===== config.mk =====
export PLATFORM = sky130hd
export DESIGN_NAME = alu_control_flat
export DESIGN_NICKNAME = d
export VERILOG_FILES = /design/src/rtl/alu_control_if.sv /design/src/rtl/alu_control.sv /design/src/flat_wrapper.sv
export SDC_FILE = /design/constraint.sdc
export NUM_CORES = 1
export LEC_CHECK = 0
export CAP_MARGIN = 25
export CORE_AREA = 2 2 39 41
export DETAILED_ROUTE_END_ITERATION = 6
export DIE_AREA = 0 0 41 43
export SYNTH_ARGS = -nofsm -noshare
export SYNTH_HDL_FRONTEND = slang
export SYNTH_SLANG_ARGS = --single-unit

===== constraint.sdc =====
create_clock -name clk -period 1.95 [get_ports clk]
set_input_delay 0.585 -clock clk [delete_from_list [all_inputs] [get_ports clk]]
set_output_delay 0.585 -clock clk [all_outputs]
set_load 0.005 [all_outputs]

===== src/rtl/alu_control_if.sv =====
// ALU control bundle: operation class and funct in,
// registered select code and decode flags out.
interface alu_control_if;
  logic [5:0] funct;
  logic [2:0] aluOP;
  logic [2:0] aluSel;
  logic       illegal_funct;
  logic       is_shift;
  logic       is_jr;

  modport master (
    output funct,
    output aluOP,
    input  aluSel,
    input  illegal_funct,
    input  is_shift,
    input  is_jr
  );

  modport slave (
    input  funct,
    input  aluOP,
    output aluSel,
    output illegal_funct,
    output is_shift,
    output is_jr
  );
endinterface


===== src/rtl/alu_control.sv =====
// ALU control: decodes aluOP/funct into the ALU select
// code and R-type flags, registered for one cycle latency.
module alu_control (
  input  logic          clk,
  input  logic          reset,
  alu_control_if.slave  bus
);

  typedef enum logic [2:0] {
    SEL_ADD = 3'b000,
    SEL_SUB = 3'b001,
    SEL_SRL = 3'b010,
    SEL_JR  = 3'b011,
    SEL_AND = 3'b100,
    SEL_OR  = 3'b101,
    SEL_SLT = 3'b110,
    SEL_SLL = 3'b111
  } sel_t;

  localparam logic [5:0] F_ADD = 6'b100000;
  localparam logic [5:0] F_SUB = 6'b100010;
  localparam logic [5:0] F_SRL = 6'b000010;
  localparam logic [5:0] F_JR  = 6'b001000;
  localparam logic [5:0] F_AND = 6'b100100;
  localparam logic [5:0] F_OR  = 6'b100101;
  localparam logic [5:0] F_SLT = 6'b101010;
  localparam logic [5:0] F_SLL = 6'b000000;

  logic r_type;
  sel_t sel_d;
  logic ill_d;
  logic shift_d;
  logic jr_d;

  assign r_type = (bus.aluOP == 3'b000);

  always_comb begin
    sel_d = SEL_ADD;
    ill_d = 1'b0;
    unique case (bus.aluOP)
      3'b000: begin
        unique case (bus.funct)
          F_ADD:   sel_d = SEL_ADD;
          F_SUB:   sel_d = SEL_SUB;
          F_SRL:   sel_d = SEL_SRL;
          F_JR:    sel_d = SEL_JR;
          F_AND:   sel_d = SEL_AND;
          F_OR:    sel_d = SEL_OR;
          F_SLT:   sel_d = SEL_SLT;
          F_SLL:   sel_d = SEL_SLL;
          default: ill_d = 1'b1;
        endcase
      end
      3'b001: sel_d = SEL_OR;
      3'b010: sel_d = SEL_ADD;
      3'b011: sel_d = SEL_ADD;
      3'b100: sel_d = SEL_SUB;
      3'b101: sel_d = SEL_JR;
      3'b110: sel_d = SEL_AND;
      3'b111: sel_d = SEL_SLT;
    endcase
  end

  // Flags only ever come from an R-type decode; funct is
  // a don't-care for every other operation class.
  assign shift_d = r_type &&
                   ((sel_d == SEL_SRL) || (sel_d == SEL_SLL));
  assign jr_d    = r_type && (bus.funct == F_JR);

  always_ff @(posedge clk) begin
    if (reset) begin
      bus.aluSel        <= SEL_ADD;
      bus.illegal_funct <= 1'b0;
      bus.is_shift      <= 1'b0;
      bus.is_jr         <= 1'b0;
    end else begin
      bus.aluSel        <= sel_d;
      bus.illegal_funct <= ill_d;
      bus.is_shift      <= shift_d;
      bus.is_jr         <= jr_d;
    end
  end

endmodule


===== src/flat_wrapper.sv =====
// flat-port wrapper written by rule: the top's interface ports become plain ports
module alu_control_flat 
  (clk, reset, bus_funct, bus_aluOP, bus_aluSel, bus_illegal_funct, bus_is_shift, bus_is_jr);
  alu_control_if bus_i ();
  input  logic clk;
  input  logic reset;
  input wire logic [$bits(bus_i.funct)-1:0] bus_funct;
  input wire logic [$bits(bus_i.aluOP)-1:0] bus_aluOP;
  output wire logic [$bits(bus_i.aluSel)-1:0] bus_aluSel;
  output wire logic [$bits(bus_i.illegal_funct)-1:0] bus_illegal_funct;
  output wire logic [$bits(bus_i.is_shift)-1:0] bus_is_shift;
  output wire logic [$bits(bus_i.is_jr)-1:0] bus_is_jr;
  assign bus_i.funct = bus_funct;
  assign bus_i.aluOP = bus_aluOP;
  assign bus_aluSel = bus_i.aluSel;
  assign bus_illegal_funct = bus_i.illegal_funct;
  assign bus_is_shift = bus_i.is_shift;
  assign bus_is_jr = bus_i.is_jr;
  alu_control u_core (.clk(clk), .reset(reset), .bus(bus_i));
endmodule

; Yosys cells after proc, flatten, opt, wreduce, memory -nomap -nowiden
; Cells that the tools add are included.
[classes]
eq_ne = 16
mux = 3
n_bitwise = 1
n_reduce_logical = 8
[ops]
columns = operator, n
row1 = case mux 3 bit (7 select lines), 2
row2 = "== test 6 bit, second input constant", 5
row3 = "== test 3 bit, second input constant", 5
row4 = "== test 3 x 2 -> 1 bit, second input constant", 3
row5 = OR reduction 8 bit, 1
row6 = "== test 6 x 2 -> 1 bit, second input constant", 1
row7 = "== test 6 x 4 -> 1 bit, second input constant", 1
row8 = logical NOT 6 bit, 1
row9 = OR reduction 2 bit, 2
row10 = "== test 3 x 1 -> 1 bit, second input constant", 1
row11 = logical NOT 3 bit, 1
row12 = logical AND 1 bit, 2
row13 = logical OR 1 bit, 1
row14 = 2-to-1 mux 1 bit, 1
row15 = NOT 1 bit, 1
[word_totals]
register_bits = 6
inputBits = 11
output_inout_bits = 6
word_cells = 32

; Logic depth before layout (Yosys ltp)
; Gate-level depths: netlist of the first run.
[depth]
depth_word = 6
ltp_mapped = 5
depth_no_buf = 4

; Worst setup path before layout of the first run
; OpenSTA, ideal clock, no wires.
[synth_timing]
path_type = in2reg
startpoint = in bus_aluOP[2]
endpoint = reg u_core.bus.is_shift
setup_time_ps = 72
t_arrival_ps = 1669
required_ps = 1878
slack_ps = 209
stages = 4
path_buffers = 0
path_cell_list = or4_4 -> a211oi_2 -> a21bo_1 -> mux2i_1
[synth_via]
elab_chain_cells = 6
elab_cells_between_ends = 14
classes_between = eq/ne (9) / mux (1) / reduce/logical (4)
[synth_rtl]
columns = item, line
row1 = from (decl), flat_wrapper.sv:8  ; input wire logic [$bits(bus_i.aluOP)-1:0] bus_aluOP;
row2 = == test 3 x 2 -> 1 bit, alu_control.sv:40  ; unique case (bus.aluOP)
row3 = OR reduction 2 bit (no source line), --
row4 = case mux 3 bit (7 select lines), alu_control.sv:40
row5 = == test 3 x 2 -> 1 bit / == test 3 bit (equally long branches), alu_control.sv:67  ; ((sel_d == SEL_SRL) || (sel_d == SEL_SLL));
row6 = logical OR 1 bit, alu_control.sv:67
row7 = logical AND 1 bit (*), alu_control.sv:66  ; assign shift_d = r_type &&
row8 = to (signal assigned), alu_control.sv:79  ; bus.is_shift <= shift_d;
row9 = to (decl), alu_control_if.sv:25  ; output is_shift,
; Every way passes the cells marked *; elsewhere a longest branch is shown, timed or not.
; A chain may end at the register's enable or synchronous reset.

==> run_results.csv, run 1 <==
group,metric,value,unit
clock_network,clkSinkCount,6,
power_and_ir_drop,finalPower,0.000327,W
power_and_ir_drop,leakage,0.286,nW
logic_synthesis,ys_types,26,
routing,first_iter_violations,14,
global_routing,grt_max_degree,9,
global_routing,grt_overflow_total,0,
clock_network,clkTransAtPathRegs,50,ps
sta,finalHoldViolations,0,
floorplanning,core_area,1380,sq um
final_layout,seq_area,120,sq um
clock_network,cts_made_buffers,3,
clock_network,holdBufCountCts,0,
logic_synthesis,postSynthCellCount,39,
floorplanning,die-height,43,microns
logic_synthesis,synth_top_area_share,33.7,%
final_layout,finalInstanceArea,681,sq um
sta,period_share,96.6,%
sta,maxSlewHeadroom,84.4,%
status,status,"complete, no violations",
floorplanning,num_rows,14,
routing,ant_nets,0,
sta,fin_tns_setup,0,ps
setup_path,worstSetupStartpointType,"input pin",
logic_synthesis,netlist_area,357,sq um
logic_synthesis,synth_nets,50,
setup_path,crit_required,2120,ps
sta,setup_violations,0,
power_and_ir_drop,vdd_drop_max,0.152,mV
setup_path,arrival,2050,ps
clock_network,cts_tree,"yes",
final_layout,nNetsFinal,83,
sta,grt_setup_unrepaired,"no",
global_routing,grt_pass1_wl,1550,microns
sta,slew_viol_final,0,
floorplanning,start_util,25.8,%
logic_synthesis,synth_warnings,0,
clock_network,clockRootBuffer,"clkbuf_4",
global_routing,grt_antenna_before_repair,0,
sta,worstMarginPinSlew,231,ps
sta,fin_crit,1880,ps
routing,routedWlPerCell,10.4,microns
global_routing,grt_pass1_vias,383,
sta,worst_slack,67.1,ps
place,gp_congestion,0.721,
floorplanning,die_area,1760,sq um
place,dpl-instance-area,622,sq um
logic_synthesis,syn_avg_cell_area,9.14,sq um
final_layout,drive_above_1_share,32.9,%
routing,via_count,405,
routing,avgViaCountPerCell,4.71,
logic_synthesis,yosysTopAreaCell,"dfxtp_1",
place,dpl.hpwl,744,microns
sta,max_freq,531,MHz
floorplanning,chipWidth,41,microns
final_layout,n_antenna_cell,0,
clock_network,htreeDepth,1,
final_layout,multi_input_comb_area,249,sq um
final_layout,n_fill_cell,141,
hold_path,timing.hold.worst.class,"input pin to register",
run,cap_violations,0,
logic_synthesis,ys_ff_latch,6,
place,port_buffers,16,
routing,routed_wirelength,897,microns
place,place_ws,-396,ps
setup_path,path_max_fanout,3,
final_layout,syn_to_final_growth,90.9,%
routing,firstDrtPassIters,3,
setup_path,end_kind,"register",
routing,drcViolationCount,0,
power_and_ir_drop,p_per_area,480,nW/um^2
logic_synthesis,synth_area_leaders,"dfxtp_1, or3_1, a21oi_1",
global_routing,gr-usage-all-layers,13.0,%
setup_path,worst-setup-path-type,"input pin to register",
floorplanning,pin_count,17,
clock_network,cts_buffer_depth,2,
logic_synthesis,ys_seq_area_share,33.7,%
==> power by group <==
part | switching [W] | internal [W] | total (W)
clock | 0.0000433 | 0.0000695 | 0.000113
sequential | 0.000000912 | 0.000127 | 0.000128
combinational | 0.0000323 | 0.0000533 | 0.0000855
total | 0.0000765 | 0.000250 | 0.000327
==> worst max-delay path, stage by stage <==
cell and delay (ps):
clkdlybuf4s50_1 420, or4_4 450, a211oi_4 250, a21bo_1 230, mux2i_1 120
==> layout by cell type, fill, tap and decap left out <==
master	instances
clkbuf_4	3
o22a_2	1
a211oi_4	1
buf_4	13
or3_1	3
clkdlybuf4s50_1	13
a21bo_1	1
a21o_2	1
a211o_1	1
dlymetal6s2s_1	3
nand3_1	2
xnor2_1	1
xor2_1	1
a21oi_1	3
nor3_1	3
dfxtp_1	6
inv_1	1
mux2i_1	1
o41a_2	1
nor2_1	1
nor3b_4	1
or4_4	1
nor4_1	1
nor2b_1	1
o21bai_1	1
nand2_1	1
nor3b_1	1
nand3b_1	1
or3b_1	1
or3b_4	1
==> registers in the layout (all words and copies together), names as in the netlist <==
name	count
u_core.bus.aluSel	3
u_core.bus.illegal_funct	1
u_core.bus.is_jr	1
u_core.bus.is_shift	1
==> cells in the mapped netlist (all sizes together) <==
| library cell | number |
|---|---|
| xor2 | 1 |
| or3 | 3 |
| inv | 1 |
| mux2i | 1 |
| buf | 1 |
| dfxtp | 6 |
| nand3 | 2 |
| or3b | 2 |
| nor3 | 3 |
| nor4 | 1 |
| o22a | 1 |
| nor2b | 1 |
| a21bo | 1 |
| nand3b | 1 |
| nor3b | 2 |
| or4 | 1 |
| a211o | 1 |
| xnor2 | 1 |
| o21bai | 1 |
| o41a | 1 |
| nor2 | 1 |
| nand2 | 1 |
| a21o | 1 |
| a211oi | 1 |
| a21oi | 3 |
==> final timing paths <==
kind  cells past startpoint  slack [ps]                    to          from
max                       5          70   u_core.bus.is_shift         reset
min                       3         700  u_core.bus.aluSel[0]  bus_aluOP[1]
==> stage by stage <==
| stage | utilization (%) | hold WS, ps | cells |
|---|---|---|---|
| after global placement | 44.9 | 1280 | 82 |
| final | 49.2 | 696 | 86 |
| after CTS | 48.2 | 1020 | 86 |
| after floorplan | - | 657 | 39 |
| after detailed placement | 44.9 | 1280 | 82 |
| after global routing | 49.2 | 720 | 86 |
==> metal layers <==
| layer | vias to the layer above | track usage [%] | share of wire [%] |
|---|---|---|---|
| li1 | 213 | - | - |
| met1 | 176 | 15.7 | 42 |
| met2 | 14 | 19.7 | 50 |
| met3 | 2 | 3.14 | 6.1 |
| met4 | 0 | 8.00 | 1.6 |
| met5 | - | 0 | 0 |
==> kinds of logic (layout without fill, tap and decap cells) <==
logic type      Yosys count  count (layout)  share of synthesized area (%)
xor+xnor                  2               2                           4.91
compound gates           10              10                           23.9
buf+inv                   2              33                           2.45
mux                       1               1                           2.81
simple gates             18              18                           32.3
flops                     6               6                           33.7
==> layout make-up <==
class / count / area share (%)
timing repair buffer: 29 / 39.0
sequential: 6 / 17.6
inverter: 1 / 0.551
multi-input combinational: 31 / 36.6
tap: 16 / 2.94
clock buffer: 3 / 3.31
==> what timing repair did <==
item                                    4_1_cts  5_1_grt
pin swaps                                     3        2
cloned                                        0        0
endpoints found under the setup margin        3        1
resized for setup                             3        4
buffers inserted                              1        0
endpoints found under the hold margin         0        0
Note: power is estimated with default switching activity, not from simulation.
==> run 2: changes to the inputs <==
--- a/config.mk
+++ b/config.mk
@@ -7,6 +7,8 @@
 export LEC_CHECK = 0
 export CAP_MARGIN = 25
 export CORE_AREA = 2 2 39 41
+export CTS_CLUSTER_DIAMETER = 150
+export CTS_CLUSTER_SIZE = 40
 export DETAILED_ROUTE_END_ITERATION = 6
 export DIE_AREA = 0 0 41 43
 export SYNTH_ARGS = -nofsm -noshare
==> results of run 2 <==
No change in the layout: final DEF, timing and power equal those of run 1.
==> run 3: changes to the inputs <==
--- a/config.mk
+++ b/config.mk
@@ -5,12 +5,14 @@
 export SDC_FILE = /design/constraint.sdc
 export NUM_CORES = 1
 export LEC_CHECK = 0
+export ABC_AREA = 1
 export CAP_MARGIN = 25
 export CORE_AREA = 2 2 39 41
 export CTS_CLUSTER_DIAMETER = 150
 export CTS_CLUSTER_SIZE = 40
 export DETAILED_ROUTE_END_ITERATION = 6
 export DIE_AREA = 0 0 41 43
+export RECOVER_POWER = 25
 export SYNTH_ARGS = -nofsm -noshare
 export SYNTH_HDL_FRONTEND = slang
 export SYNTH_SLANG_ARGS = --single-unit
==> run_results.csv, run 3 <==
group,metric,value,unit
status,status,"complete, no violations",
logic_synthesis,ys_ff_latch,6,
run,cap_violations,0,
routing,avgViaCountPerCell,4.41,
global_routing,grt_max_degree,6,
clock_network,cts_resized,0,
clock_network,clkTransAtPathRegs,40,ps
setup_path,worst-setup-path-type,"input pin to register",
power_and_ir_drop,leakage,0.272,nW
floorplanning,chipWidth,41,microns
hold_path,timing.hold.worst.class,"input pin to register",
sta,fin_tns_setup,0,ps
global_routing,grt_pass1_wl,1280,microns
clock_network,htreeDepth,1,
logic_synthesis,synth.most_common_cell,"nor2_1",
setup_path,cp_slowest_cell,"clkdlybuf4s50_1",
clock_network,cts_buffer_depth,2,
logic_synthesis,synth_nets,73,
final_layout,nNetsFinal,94,
logic_synthesis,postSynthCellCount,62,
logic_synthesis,ys_seq_area_share,29.4,%
hold_path,holdCritStartpoint,"reset",
global_routing,grt_overflow_total,0,
clock_network,cts_tree,"yes",
clock_network,post_cts_buffers,0,
power_and_ir_drop,p_per_area,511,nW/um^2
place,dpl.hpwl,678,microns
power_and_ir_drop,finalPower,0.000310,W
setup_path,crit_chain,"clkdlybuf4s50_1, inv_2, nand2_1, nor2_1, o21ai_0, nand4_1, nand2_1, nand2_1, a21oi_2",
global_routing,grt_pass1_vias,324,
setup_path,cpMostUsedCell,"nand2_1",
floorplanning,core_area,1380,sq um
final_layout,syn_to_final_growth,49.1,%
setup_path,end_kind,"register",
setup_path,arrival,1820,ps
sta,maxSlewHeadroom,84.2,%
logic_synthesis,yosysTopAreaCell,"dfxtp_1",
global_routing,gr-usage-all-layers,10.9,%
clock_network,holdBufCountCts,0,
logic_synthesis,syn_avg_cell_area,6.58,sq um
place,gp_congestion,0.814,
sta,fin_crit,1700,ps
sta,setup_violations,0,
clock_network,cts_made_buffers,3,
routing,routedWlPerCell,8.09,microns
logic_synthesis,synthArstFlopShare,0,%
final_layout,layout_commonest_cell,"clkdlybuf4s50_1",
logic_synthesis,synth_common_cells,"nor2_1, nand2_1, inv_1",
final_layout,final_cell_mix,"clkdlybuf4s50_1, nor2_1, nand2_1",
routing,first_iter_violations,8,
routing,via_count,428,
sta,finalHoldViolations,0,
floorplanning,num_rows,14,
routing,ant_nets,0,
logic_synthesis,netlist_area,408,sq um
setup_path,crit_path_max_incr_delay,470,ps
logic_synthesis,synth_top_area_share,29.4,%
final_layout,n_antenna_cell,0,
floorplanning,die-height,43,microns
sta,worstMarginPinSlew,235,ps
power_and_ir_drop,vdd_drop_max,0.196,mV
logic_synthesis,ys_types,16,
final_layout,fin_util,43.9,%
final_layout,largest_reg_flops,3,
place,port_buffers,16,
hold_path,min_to,"u_core.bus.aluSel[0]",
floorplanning,pin_count,17,
final_layout,top_register,"u_core.bus.aluSel",
final_layout,final_cell_count_no_fill,97,
clock_network,clkSinkCount,6,
place,dp.cells,94,
sta,period_share,87.2,%
logic_synthesis,synth_flop_cell,"dfxtp_1",
setup_path,crit_required,2070,ps
routing,drcViolationCount,0,
sta,slew_viol_final,0,
final_layout,drive_above_1_share,18.5,%
global_routing,grt_antenna_before_repair,0,
sta,grt_setup_unrepaired,"no",
logic_synthesis,synth_area_leaders,"dfxtp_1, nor2_1, nand2_1",
sta,worst_slack,251,ps
routing,firstDrtPassIters,4,
clock_network,clockRootBuffer,"clkbuf_4",
floorplanning,die_area,1760,sq um
sta,max_freq,588,MHz
floorplanning,start_util,29.5,%
setup_path,worstSetupStartpointType,"input pin",
logic_synthesis,synth_edf_count,0,
setup_path,path_max_fanout,4,
routing,routed_wirelength,785,microns
hold_path,holdPathStages,2,
logic_synthesis,synth_warnings,0,
place,place_ws,25.8,ps
run 3: cell count changes after synthesis, moves of 4 or more:
cell	delta
inv_1	+8
nand2_1	+10
nor2_1	+11
nor2_2	+4
run 3: worst max path at each step:
| stage | start | endpoint | slack, ps | cells past startpoint |
|---|---|---|---|---|
| finish | bus_funct[1] | u_core.bus.is_shift | 250 | 9 |
| global route | bus_aluOP[2] | u_core.bus.illegal_funct | 150 | 6 |
| CTS | bus_funct[2] | u_core.bus.is_shift | 280 | 9 |
| detailed placement | bus_funct[2] | u_core.bus.is_shift | 30 | 9 |
| global placement | bus_funct[2] | u_core.bus.is_shift | 40 | 9 |
| floorplan | bus_funct[3] | u_core.bus.is_shift | 610 | 8 |
run 3: cell type report:
type                       instances  area, sq um
clock buffer                       3         22.5
sequential                         6          120
timing repair buffer              16          160
fill                             162          776
tap                               16         20.0
multi-input combinational         46          248
inverter                          10         37.5
run 3: per-layer routing:
layer	wire length [microns]	vias to the layer above	global-route usage, %
met3	37	0	6.28
met1	376	183	14.7
met5	0	-	0
met2	372	13	13.1
li1	-	232	-
met4	0	0	6.00
run 3: worst max-delay path: cells and delay by family:
kind                   cells  cell delay (ps)
AO/OA/AOI/OAI              2              160
buffers and inverters      2              580
AND/OR/NAND/NOR            5              500
run 3: metrics by stage:
stage	area (sq um)	hold WS, ps
final	608	959
after global routing	608	964
after CTS	611	956
after detailed placement	588	1210
after global placement	588	1190
after floorplan	408	657
run 3: kinds of logic (layout without fill, tap and decap cells):
family | count (synthesis) | in the layout | synth area share, %
flops | 6 | 6 | 29.4
compound gates | 4 | 4 | 5.83
simple gates | 42 | 42 | 55.5
buf+inv | 10 | 29 | 9.20
run 3: power breakdown:
group | total [W] | internal, W | switching [W]
combinational | 0.0000748 | 0.0000377 | 0.0000371
clock | 0.000108 | 0.0000692 | 0.0000384
sequential | 0.000128 | 0.000127 | 0.000000729
total | 0.000310 | 0.000234 | 0.0000763
